<file path="config.mk">
export PLATFORM = sky130hd
export DESIGN_NAME = step_tick_gen
export DESIGN_NICKNAME = d
export VERILOG_FILES = /design/src/rtl/step_tick_gen.sv
export SDC_FILE = /design/constraint.sdc
export NUM_CORES = 1
export LEC_CHECK = 0
export ABC_AREA = 1
export BUFFER_PORTS_ARGS = -buffer_cell sky130_fd_sc_hd__buf_4
export CORE_MARGIN = 2
export CORE_UTILIZATION = 35
export CTS_CLUSTER_DIAMETER = 80
export DETAILED_ROUTE_END_ITERATION = 10
export GPL_ROUTABILITY_DRIVEN = 0
export PLACE_DENSITY = 0.49
export SETUP_SLACK_MARGIN = 0.1
export SLEW_MARGIN = 20
export SYNTH_ARGS = -nofsm -noshare
export SYNTH_HDL_FRONTEND = slang
export SYNTH_SLANG_ARGS = --single-unit
</file>
<file path="constraint.sdc">
create_clock -name clk -period 2.11 [get_ports clk]
set_input_delay 0.1055 -clock clk [delete_from_list [all_inputs] [get_ports clk]]
set_output_delay 0.1055 -clock clk [all_outputs]
set_load 0.02 [all_outputs]
</file>
<file path="src/rtl/step_tick_gen.sv">
// step_tick_gen: power-of-two tick enable with debounced run/pause and
// single-step pushbuttons. Downstream logic runs on clk and advances on tick.
module step_tick_gen #(
  parameter int CNT_W      = 26,
  parameter int SEL_W      = 5,
  parameter int DEB_CYCLES = 1000000
) (
  input  logic             clk,
  input  logic             reset,
  input  logic [SEL_W-1:0] div_sel,
  input  logic             run_key,
  input  logic             step_key,
  output logic             tick,
  output logic             running,
  output logic             run_db,
  output logic             step_db
);

  localparam int DEB_W = (DEB_CYCLES > 1) ? $clog2(DEB_CYCLES) : 1;
  localparam logic [DEB_W-1:0] DEB_LAST = DEB_W'(DEB_CYCLES - 1);

  typedef enum logic [1:0] {
    RUN   = 2'd0,
    PAUSE = 2'd1,
    STEP  = 2'd2
  } state_t;

  // Key index 0 is run_key, index 1 is step_key.
  logic [1:0]       key_p1;
  logic [1:0]       key_p2;
  logic [1:0]       db;
  logic [1:0]       db_d;
  logic [DEB_W-1:0] deb_cnt [2];
  logic [1:0]       press;

  logic [CNT_W-1:0] cnt;
  logic [CNT_W-1:0] mask;
  state_t           state;
  state_t           next_state;

  assign run_db  = db[0];
  assign step_db = db[1];

  // A press is the cycle after the debounced level falls; releases are ignored.
  assign press = db_d & ~db;

  // Two-flop synchroniser and stable-count debouncer for both keys.
  always_ff @(posedge clk) begin
    if (!reset) begin
      key_p1 <= 2'b11;
      key_p2 <= 2'b11;
      db     <= 2'b11;
      db_d   <= 2'b11;
      for (int k = 0; k < 2; k++) begin
        deb_cnt[k] <= '0;
      end
    end else begin
      key_p1 <= {step_key, run_key};
      key_p2 <= key_p1;
      db_d   <= db;
      for (int k = 0; k < 2; k++) begin
        if (key_p2[k] == db[k]) begin
          deb_cnt[k] <= '0;
        end else if (deb_cnt[k] == DEB_LAST) begin
          db[k]      <= key_p2[k];
          deb_cnt[k] <= '0;
        end else begin
          deb_cnt[k] <= deb_cnt[k] + 1'b1;
        end
      end
    end
  end

  // Low eff_sel bits set, where eff_sel = min(div_sel, CNT_W); clamping falls out of the loop bound.
  always_comb begin
    mask = '0;
    for (int i = 0; i < CNT_W; i++) begin
      mask[i] = (i < int'(div_sel));
    end
  end

  // Next-state logic: run press beats step press; presses during STEP are dropped.
  always_comb begin
    next_state = state;
    case (state)
      RUN: begin
        if (press[0]) next_state = PAUSE;
      end
      PAUSE: begin
        if (press[0])      next_state = RUN;
        else if (press[1]) next_state = STEP;
      end
      STEP: begin
        next_state = PAUSE;
      end
      default: begin
        next_state = RUN;
      end
    endcase
  end

  // State register with running registered alongside it.
  always_ff @(posedge clk) begin
    if (!reset) begin
      state   <= RUN;
      running <= 1'b1;
    end else begin
      state   <= next_state;
      running <= (next_state == RUN);
    end
  end

  // Divider and tick register, keyed on the state being entered so the
  // pausing edge already holds cnt and clears tick.
  always_ff @(posedge clk) begin
    if (!reset) begin
      cnt  <= '0;
      tick <= 1'b0;
    end else begin
      case (next_state)
        RUN: begin
          cnt  <= cnt + 1'b1;
          tick <= ((cnt & mask) == mask);
        end
        STEP: begin
          tick <= 1'b1;
        end
        default: begin
          tick <= 1'b0;
        end
      endcase
    end
  end

endmodule
</file>
Yosys cells after proc, flatten, opt, wreduce, memory -nomap -nowiden
Memory sizes are Yosys's and may differ from the RTL's.
Index checks and enable logic that the tools add are counted.
- bits in writable memories: 40
- input bits: 9
- register bits: 38
- memories: 1
- output and inout port bits: 4
- memories (name ; words ; bits a word ; read ports ; clocked after memory_dff ; write ports ; line ; text):
    deb_cnt ; 2 ; 20 ; 2 ; 0 ; 2 ; 33 ; logic [DEB_W-1:0] deb_cnt [2];
- reductions and logical operators: 4
- equal/unequal tests: 8
- bitwise logic cells: 11
- add/sub/neg operators: 3
- order comparisons: 26
- multiplexer cells: 34
- operators by type and width (operator ; number):
    two-way mux 20 bit ; 6
    less-than comparator 5 bit, first input constant ; 10
    adder 20 x 1 -> 20 bit, second input constant ; 2
    equality test 20 bit, second input constant ; 2
    less-than comparator 4 x 5 -> 1 bit, first input constant ; 8
    adder 26 x 1 -> 26 bit, second input constant ; 1
    bitwise AND 26 bit ; 1
    equality test 26 bit ; 1
    two-way mux 1 bit ; 23
    less-than comparator 3 x 5 -> 1 bit, first input constant ; 4
    less-than comparator 1 x 5 -> 1 bit, first input constant ; 2
    less-than comparator 2 x 5 -> 1 bit, first input constant ; 2
    two-way mux 2 bit ; 3
    bitwise OR 1 bit ; 6
    one-hot mux 2 bit (3 select lines) ; 1
    equality test 2 bit, second input constant ; 2
    logical NOT 2 bit ; 2
    AND reduction 2 bit ; 2
    bitwise AND 2 bit ; 1
    equality test 1 bit ; 2
    equality test 2 x 1 -> 1 bit, second input constant ; 1
    inverter 1 bit ; 2
    inverter 2 bit ; 1
    one-hot mux 1 bit (2 select lines) ; 1

Longest topological paths before layout
Gate-level depths: netlist of run 1.
- depth after elaboration: 7
- mapped depth: 11
- mapped depth without buffers: 11

Worst setup path before layout of run 1
Ideal clock, no wire load.
- kind: register to register
- from: memory deb_cnt[0][0] (netlist name)
- to: memory deb_cnt[0][16] (netlist name), data pin
- cell stages (with the launch flop): 10
- data arrival time: 1.388 ns
- setup time: 0.260 ns
- path buffers: 1
- period minus slack after synthesis: 1.648 ns
- data required time: 1.850 ns
- slack: 0.462 ns
- path through: edfxtp_1 ha_1 nand2_1 inv_1 nand2_1 nor3_1 nand4_1 nand2_1 buf_2 nor3_1
- RTL lines (what ; line):
    start: declaration ; 33

Final worst setup path of run 1
- from: register cnt[0]
- to: register cnt[24]
- cells in the longest elaborated chain, start to end: 1
- ends and longest elaborated chain (what ; line ; text):
    start: declaration ; 36 ; logic [CNT_W-1:0] cnt;
    start signal: assignment ; 122 ; cnt <= cnt + 1'b1;
    adder 26 x 1 -> 26 bit ; 122 ;
No other way between the ends.
A chain may end at the register's enable or synchronous reset.

==> impl_summary.md, run 1 <==
Synth
The largest area contributor in the netlist is sky130_fd_sc_hd__edfxtp_1. By area, the combinational part of the netlist is dominated by simple AND/OR/NAND/NOR gates. Of the synthesized area, sequential elements account for 0.437.

After synthesis, the cell types taking the most area are sky130_fd_sc_hd__edfxtp_1 (27%), sky130_fd_sc_hd__dfxtp_1 (17%), sky130_fd_sc_hd__nand2_1 (11%). The average instance in the mapped netlist occupies 7.43 µm². The area share of the leading cell type in the synthesized netlist is 0.268.

During synthesis, Yosys emitted a total of 0 warnings. Of the total synthesized cell area, the portion taken by full adders, half adders and majority gates is 0.00836. The multiplexer share of the synthesized area is 0. Synthesis instantiated 40 different standard cells from the library. The xor and xnor fraction of the mapped netlist area is 0.0371.

In this run the cell area of the synthesized design comes to approximately 0.0045 mm². The share of the synthesized area in compound gates (AO/OA/AOI/OAI) is 0.0825. The number of flip-flops and latches in the synthesized netlist is 78. The cell count after synthesis is around 600.

The simple-gate portion of the synthesized area is 0.355.

Place
During placement, the flow inserted port buffers numbering 12. The estimated wirelength of the detail-placed design is ~7.5 mm. The number of placed instances, taps included, is 820.

Global route
The via count of the first global-routing pass was between 3000 and 4000. The number of antenna violations at the first check in global routing was 0. The wire length of the first global-routing pass is 17.2 mm.

Entering global routing, the biggest net connects 24 pins. The overall overflow remaining after global route is 0. The all-layer global routing usage is 0.162.

Clock tree
The clock reaches the later pin of the worst-skew pair after approximately 350 ps. The number of clock sinks is between 70 and 80. The number of H-tree levels is 3. The root buffer cell chosen for the clock tree is sky130_fd_sc_hd__clkbuf_16. The clock transition at the register clock pins on the worst setup and hold paths after CTS is about 60 ps. The total CTS buffers is 9. The deepest clock path buffer count is 2. TritonCTS built the clock tree.

Cells and area
In the final layout, the multi-input gates occupy roughly 0.0023 mm². 0 antenna diodes ended up in the layout. Counting the fill cells in the layout gives roughly 1300. For this run, the post-layout net count is 676. Of the cells placed in the final design, the portion with a size suffix greater than 1 is 0.0987. The sequential standard cell area is approximately 0.002 mm². Excluding fillers, the count of instances in the completed layout stands at approximately 840.

Compared with the post-synthesis result, the final layout area differs by 18.3%.

Floorplan
The floorplan die area is around 0.014 mm². The effective utilization at floorplan is 0.357. The width of the die is between 100 and 150 µm. In this run the standard cell core region covers 0.0126 mm². The die is 117 µm tall.

For this design the top-level I/O count stands at 13. The number of cell rows is 41.

Routing
In this run, the number of DRC markers left after iteration 0 of detailed routing was ~220. The routed wirelength normalized by instance count is ~12 µm. Dividing the detail-routed via count by the number of cells gives about 4.6. The number of remaining DRC errors is 0. The sum of routed wire length over all layers is 10.1 mm. In this run the remaining antenna-violating nets after routing total 0. The number of detailed-route iterations in the first pass is 5.

The routed layout has 3908 vias.

Setup path
The critical path is of the reg -> reg type. The critical path starts at cnt[0]. In this run the worst setup path terminates at cnt[24]. The reg-to-reg endpoint is cnt[24]. The kind of end point of the critical path is a flip-flop. At the worst endpoint, the arrival time is a little over 2000 ps. Counting cells, the worst reg-to-reg path comes to 9. STA puts the critical path data required time at around 2300 ps. STA classifies the critical path startpoint as a flip-flop. The startpoint of the worst-slack reg-to-reg timing path is cnt[0]. Along the worst path, the maximum fanout reaches 4. The register-to-register setup slack is around 280 ps.

Flow run
The total of max-cap violations is 0.

Timing
Setup repair after global routing left no endpoint under its margin. The final setup skew is 9.46 ps. The number of failing hold endpoints at the final stage is 0.

Subtracting the final worst setup slack from the clock period gives roughly 1800 ps. The number of max-slew violations in the final report is 0. Setup violations remaining at the end of the flow were counted as 0.

The share of the cycle needed by the critical path after routing is 0.866. Summed over all failing endpoints, the final setup total negative slack is 0 ps. The maximum operating frequency is between 0.5 and 0.6 GHz.

Power and ir drop
The cell area power density is roughly 660 mW/mm². The leakage power figure is around 2.1 nW. The maximum resistive drop on vdd is about 0.32 mV. The overall power after layout is between 3 and 4 mW.

Min path
The number of instances on the worst hold path is 2. The worst min-delay path category is in -> reg.

Run status
The run finished with clean final reports.
[worst min path at each step]
| stage | startpoint | endpoint | slack, ps |
|---|---|---|---|
| floorplan | run_key | key_p1[0] | 210 |
| global placement | step_key | key_p1[1] | 290 |
| detailed placement | step_key | key_p1[1] | 300 |
| CTS | reset | running | 80 |
| global route | reset | running | 90 |
| finish | reset | db_d[1] | 90 |
[flip-flops by register name (all words and copies together) (netlist names)]
signal	flops
state	2
db_d	2
key_p1	2
running	1
tick	1
key_p2	2
cnt	26
db	2
deb_cnt	40
[kinds of logic (layout without fill, tap and decap cells)]
kind of cell,count (synthesis),in the layout
flops,78,78
compound gates,68,68
simple gates,343,343
buf+inv,92,118
fa+ha+maj,3,3
xor+xnor,19,19
other cells,1,40
[cell usage in the layout, fill, tap and decap left out, drive strengths merged, types with 18 or more instances in the layout]
| cell | count |
|---|---|
| nand2 | 135 |
| nor2 | 96 |
| inv | 82 |
| edfxtp | 40 |
| conb | 40 |
| dfxtp | 38 |
| nor3 | 38 |
| nand3 | 35 |
| a21oi | 32 |
| o21ai | 27 |
| buf | 18 |
[metrics by stage]
step                      worst slack [ps]  area [µm²]   util  hold slack [ps]
after floorplan                        462        4630      -              212
after global placement                 249        4940  0.393              294
after detailed placement               229        4940  0.393              296
after CTS                              220        5270  0.419             79.5
after global routing                   110        5310  0.422             90.2
final                                  283        5310  0.422             87.9
[power breakdown]
group	leakage (nW)	internal, mW	switching, mW
Clock	0.153	1.01	0.625
Sequential	0.721	1.63	0.0357
Combinational	1.26	0.0710	0.128
Total	2.14	2.72	0.789
[cell type report]
type,instances,share of cell area
repair buffers,20,0.0339
clock inverters,4,0.00802
clock buffers,12,0.0504
flip-flops and latches,78,0.370
multi-input cells,473,0.439
well taps,172,0.0405
inverters,82,0.0580
[Yosys cell counts, drive strengths merged]
master / number
or2: 12
inv: 82
conb: 1
a31oi: 2
clkbuf: 3
buf: 7
a41oi: 1
edfxtp: 40
o211ai: 3
ha: 3
xnor2: 5
nand2: 135
o21a: 1
dfxtp: 38
xor2: 14
nor3: 38
nand3: 35
nor3b: 3
nand4: 14
a21oi: 32
nor2: 96
nor4: 6
a221oi: 1
and2: 1
nand3b: 3
o21bai: 1
o21ai: 27
[per-layer routing]
metal	global-route usage	vias up	wire [µm]
met2	0.258	49	4630
li1	-	2056	-
met4	0.0667	0	191
met3	0.0453	13	331
met1	0.207	1790	4930
met5	0	-	0
[worst max-delay path: stages (launching register included)]
cell and delay, ps:
sky130_fd_sc_hd__dfxtp_1 370, sky130_fd_sc_hd__ha_1 230, sky130_fd_sc_hd__nand3_1 160, sky130_fd_sc_hd__nor2_1 150, sky130_fd_sc_hd__nand3_1 130, sky130_fd_sc_hd__nor3_4 280, sky130_fd_sc_hd__and2_1 210, sky130_fd_sc_hd__nand3_1 80
sky130_fd_sc_hd__nand2_1 70, sky130_fd_sc_hd__nor2_1 30
[timing repair]
action | CTS | global route
hold buffers | 2 | 0
setup buffers | 0 | 3
endpoints found under the setup margin | 0 | 26
gates resized for setup | 0 | 4
endpoints found under the hold margin | 2 | 0
Note: power is estimated with default switching activity, not from simulation.
==> inputs of run 2 (changes only) <==
--- a/config.mk
+++ b/config.mk
@@ -7,12 +7,14 @@
 export LEC_CHECK = 0
 export ABC_AREA = 1
 export BUFFER_PORTS_ARGS = -buffer_cell sky130_fd_sc_hd__buf_4
+export CAP_MARGIN = 40
 export CORE_MARGIN = 2
-export CORE_UTILIZATION = 35
+export CORE_UTILIZATION = 41
 export CTS_CLUSTER_DIAMETER = 80
 export DETAILED_ROUTE_END_ITERATION = 10
 export GPL_ROUTABILITY_DRIVEN = 0
-export PLACE_DENSITY = 0.49
+export PLACE_DENSITY = 0.55
+export RECOVER_POWER = 100
 export SETUP_SLACK_MARGIN = 0.1
 export SLEW_MARGIN = 20
 export SYNTH_ARGS = -nofsm -noshare
==> impl_summary.md, run 2 (synthesis results as in run 1) <==
Power and ir drop
In this run the power density over the cells is roughly 610 mW/mm². In this run the power spent charging and discharging nets is ~720 µW. In this run the static leakage power is 2.06 nW. Cell internal power was estimated by the tool at between 2 and 2.5 mW. Of the total power, combinational logic draws 0.062.

The share of total power dissipated in the clock network is 0.408. The relative contribution of sequential cells to total power is 0.530. VDD sags by at most 0.267 mV. The switching share of power is 0.230.

Floorplan
For this configuration, the core starts out at a cell density of 0.418. The die covers ~0.012 mm². The number of I/O pins is 13.

The die is between 100 and 150 µm wide. The area inside the core boundary is 0.0107 mm². The vertical extent of the die is ~110 µm.

After floorplanning, the core was divided into 38 placement rows.

Run status
The run finished with clean final reports.

Min path
The number of instances on the worst hold path is 8. The worst min-delay path category is in -> reg.

Cells and area
The layout-stage area growth over the synthesis result is 14.2%. The sequential standard cell area is 0.00196 mm². The cell area after layout is around 0.0051 mm². The multi-input combinational cell area is roughly 0.0023 mm². More flip-flops sit in one register than any other, and that register is deb_cnt.

The flip-flop count of the largest register, all copies and words added is 40. The library cells used most frequently in the layout, excluding fill and tap cells, are sky130_fd_sc_hd__nand2_1 (132), sky130_fd_sc_hd__nor2_1 (89), sky130_fd_sc_hd__inv_1 (81). For this run, the number of standard cells in the final layout without fillers is 808.

The number of nets in the finished design is slightly below 700. Leaving out fill and tap cells, the most frequent cell in the layout is sky130_fd_sc_hd__nand2_1. The layout has 1140 filler cells. 0 antenna diodes ended up in the layout. The fraction of layout instances using a drive strength above 1 is 0.0838. The largest registers in the layout are deb_cnt x40, cnt x26.

The final cell utilization of the core is 0.477.

Timing
The final number of setup-violating endpoints is 0. At the pin with the least slew margin, the transition time is approximately 1000 ps. The number of failing hold endpoints at the final stage is 0.

The final setup skew is 9.97 ps. Of the available clock period, the critical path in the final layout requires 0.894. Adding up every negative setup slack in the final design gives 0 ps. The final critical-path required period is roughly 1900 ps. Setup repair after global routing could not meet its margin everywhere.

The worst pin sits at a relative slew slack of 0.313. The number of max-slew violations in the final report is 0. The maximum operating frequency is roughly 0.53 GHz.

Setup path
In this design, the stage delay of the slowest critical-path cell is between 300 and 400 ps. The startpoint kind of the worst setup timing path is a flip-flop. The cell occurring most often along the worst timing path is sky130_fd_sc_hd__nand3_1. The arrival time reported for the critical path endpoint is between 2000 and 2500 ps. The length in cells of the worst reg-to-reg path is 9.

The kind of end point of the critical path is a flip-flop. The maximum fanout along the worst path is 4. The critical path is of the reg -> reg type. The critical path goes through ha_1 -> nand3_1 -> nor2_1 -> nand3_1 -> nor3_4 -> and2_0 -> nand3_1 -> nand2_1 -> nor2_1. On the critical path, the stage with the largest delay is an instance of sky130_fd_sc_hd__dfxtp_1.

The required time at the endpoint of the critical path is 2320 ps.

Routing
The sum of routed wire length over all layers is between 9 and 10 mm. Before antenna repair, the detailed router went through 4 iterations. The routed wirelength normalized by instance count is between 10 and 15 µm.

The total number of vias is just under 4000. Dividing the detail-routed via count by the number of cells gives just under 5. In this run the remaining antenna-violating nets after routing total 0. The first routing iteration left 120 violations. After detailed routing, the number of remaining DRC violations is 0.

Clock tree
Clock-pin slew was measured on the worst setup and hold paths at 80 ps. The total CTS buffers is 9. TritonCTS built the clock tree. For the worst-skew pair, the clock arrives at the later sink with an insertion delay of between 300 and 400 ps. The number of clock sinks is 78. The H-tree generated during clock tree synthesis spans 3 levels.

The tree is rooted in a sky130_fd_sc_hd__clkbuf_8. The clock passes through at most 2 buffers.

Flow run
The tool flagged a number of max-cap violations equal to 0.

Global route
For this run the aggregate overflow at the end of global routing stands at 0. Across every metal layer, demand over resource in global routing totals 0.179. The via count of the first global-routing pass is between 3000 and 4000. The first global-routing pass estimated 16.6 mm of wire. The largest net degree at the start of global routing is 24. The number of antenna violations at the first check in global routing is 0.

Place
Once placement completed, the tool counted placed cells totaling roughly 800. Buffers placed on the I/O ports in this run total 12. The wire-length estimate of the detail-placed layout is 7.38 mm.

Once placement finished, the instance area stood at just under 0.005 mm².
-- run 2: area by class of cell --
cell class              instances  share of cell area
clock inverters                 2             0.00683
clock buffers                  14              0.0381
flip-flops and latches         78               0.383
repair buffers                 19              0.0276
well taps                     140              0.0342
multi-input cells             473               0.451
inverters                      82              0.0600
-- run 2: what timing repair did --
| item | 4_1_cts | 5_1_grt |
|---|---|---|
| hold endpoints to repair | 2 | 0 |
| buffers inserted | 0 | 1 |
| resized for setup | 0 | 5 |
| endpoints found under the setup margin | 0 | 40 |
| hold buffers | 2 | 0 |
-- run 2: through the flow --
| step | setup WS (ps) | hold slack, ps | power [mW] |
|---|---|---|---|
| after detailed placement | 233 | 303 | 1.89 |
| after global placement | 245 | 295 | 1.89 |
| final | 223 | 317 | 3.14 |
| after floorplan | 462 | 212 | 1.83 |
| after CTS | 225 | 48.6 | 3.18 |
| after global routing | 50.9 | 397 | 3.27 |
-- run 2: critical path, delay by kind of cell, from the launching register on --
family        cells  cell delay (ps)
fa+ha+maj         1              210
flops             1              390
simple gates      8             1140
-- run 2: final timing paths --
| kind | endpoint | startpoint | slack [ps] |
|---|---|---|---|
| min reg2reg | key_p2[1] | key_p1[1] | 420 |
| max reg2reg | cnt[24] | cnt[0] | 220 |
| max | cnt[24] | cnt[0] | 220 |
| min | tick | div_sel[0] | 320 |
-- run 2: per-layer routing --
layer,up-vias,GRT usage,share of wire
met5,-,0,0
met4,0,0.108,0.037
met3,26,0.0239,0.029
met1,1766,0.219,0.47
met2,65,0.300,0.46
li1,2058,-,-
-- run 2: power groups by stage --
stage | registers (mW) | clock network (mW) | logic [mW]
after global placement | 1.70 | 0 | 0.189
after global routing | 1.67 | 1.37 | 0.229
after detailed placement | 1.70 | 0 | 0.191
after CTS | 1.67 | 1.31 | 0.195
after floorplan | 1.69 | 0 | 0.142
final | 1.67 | 1.28 | 0.196
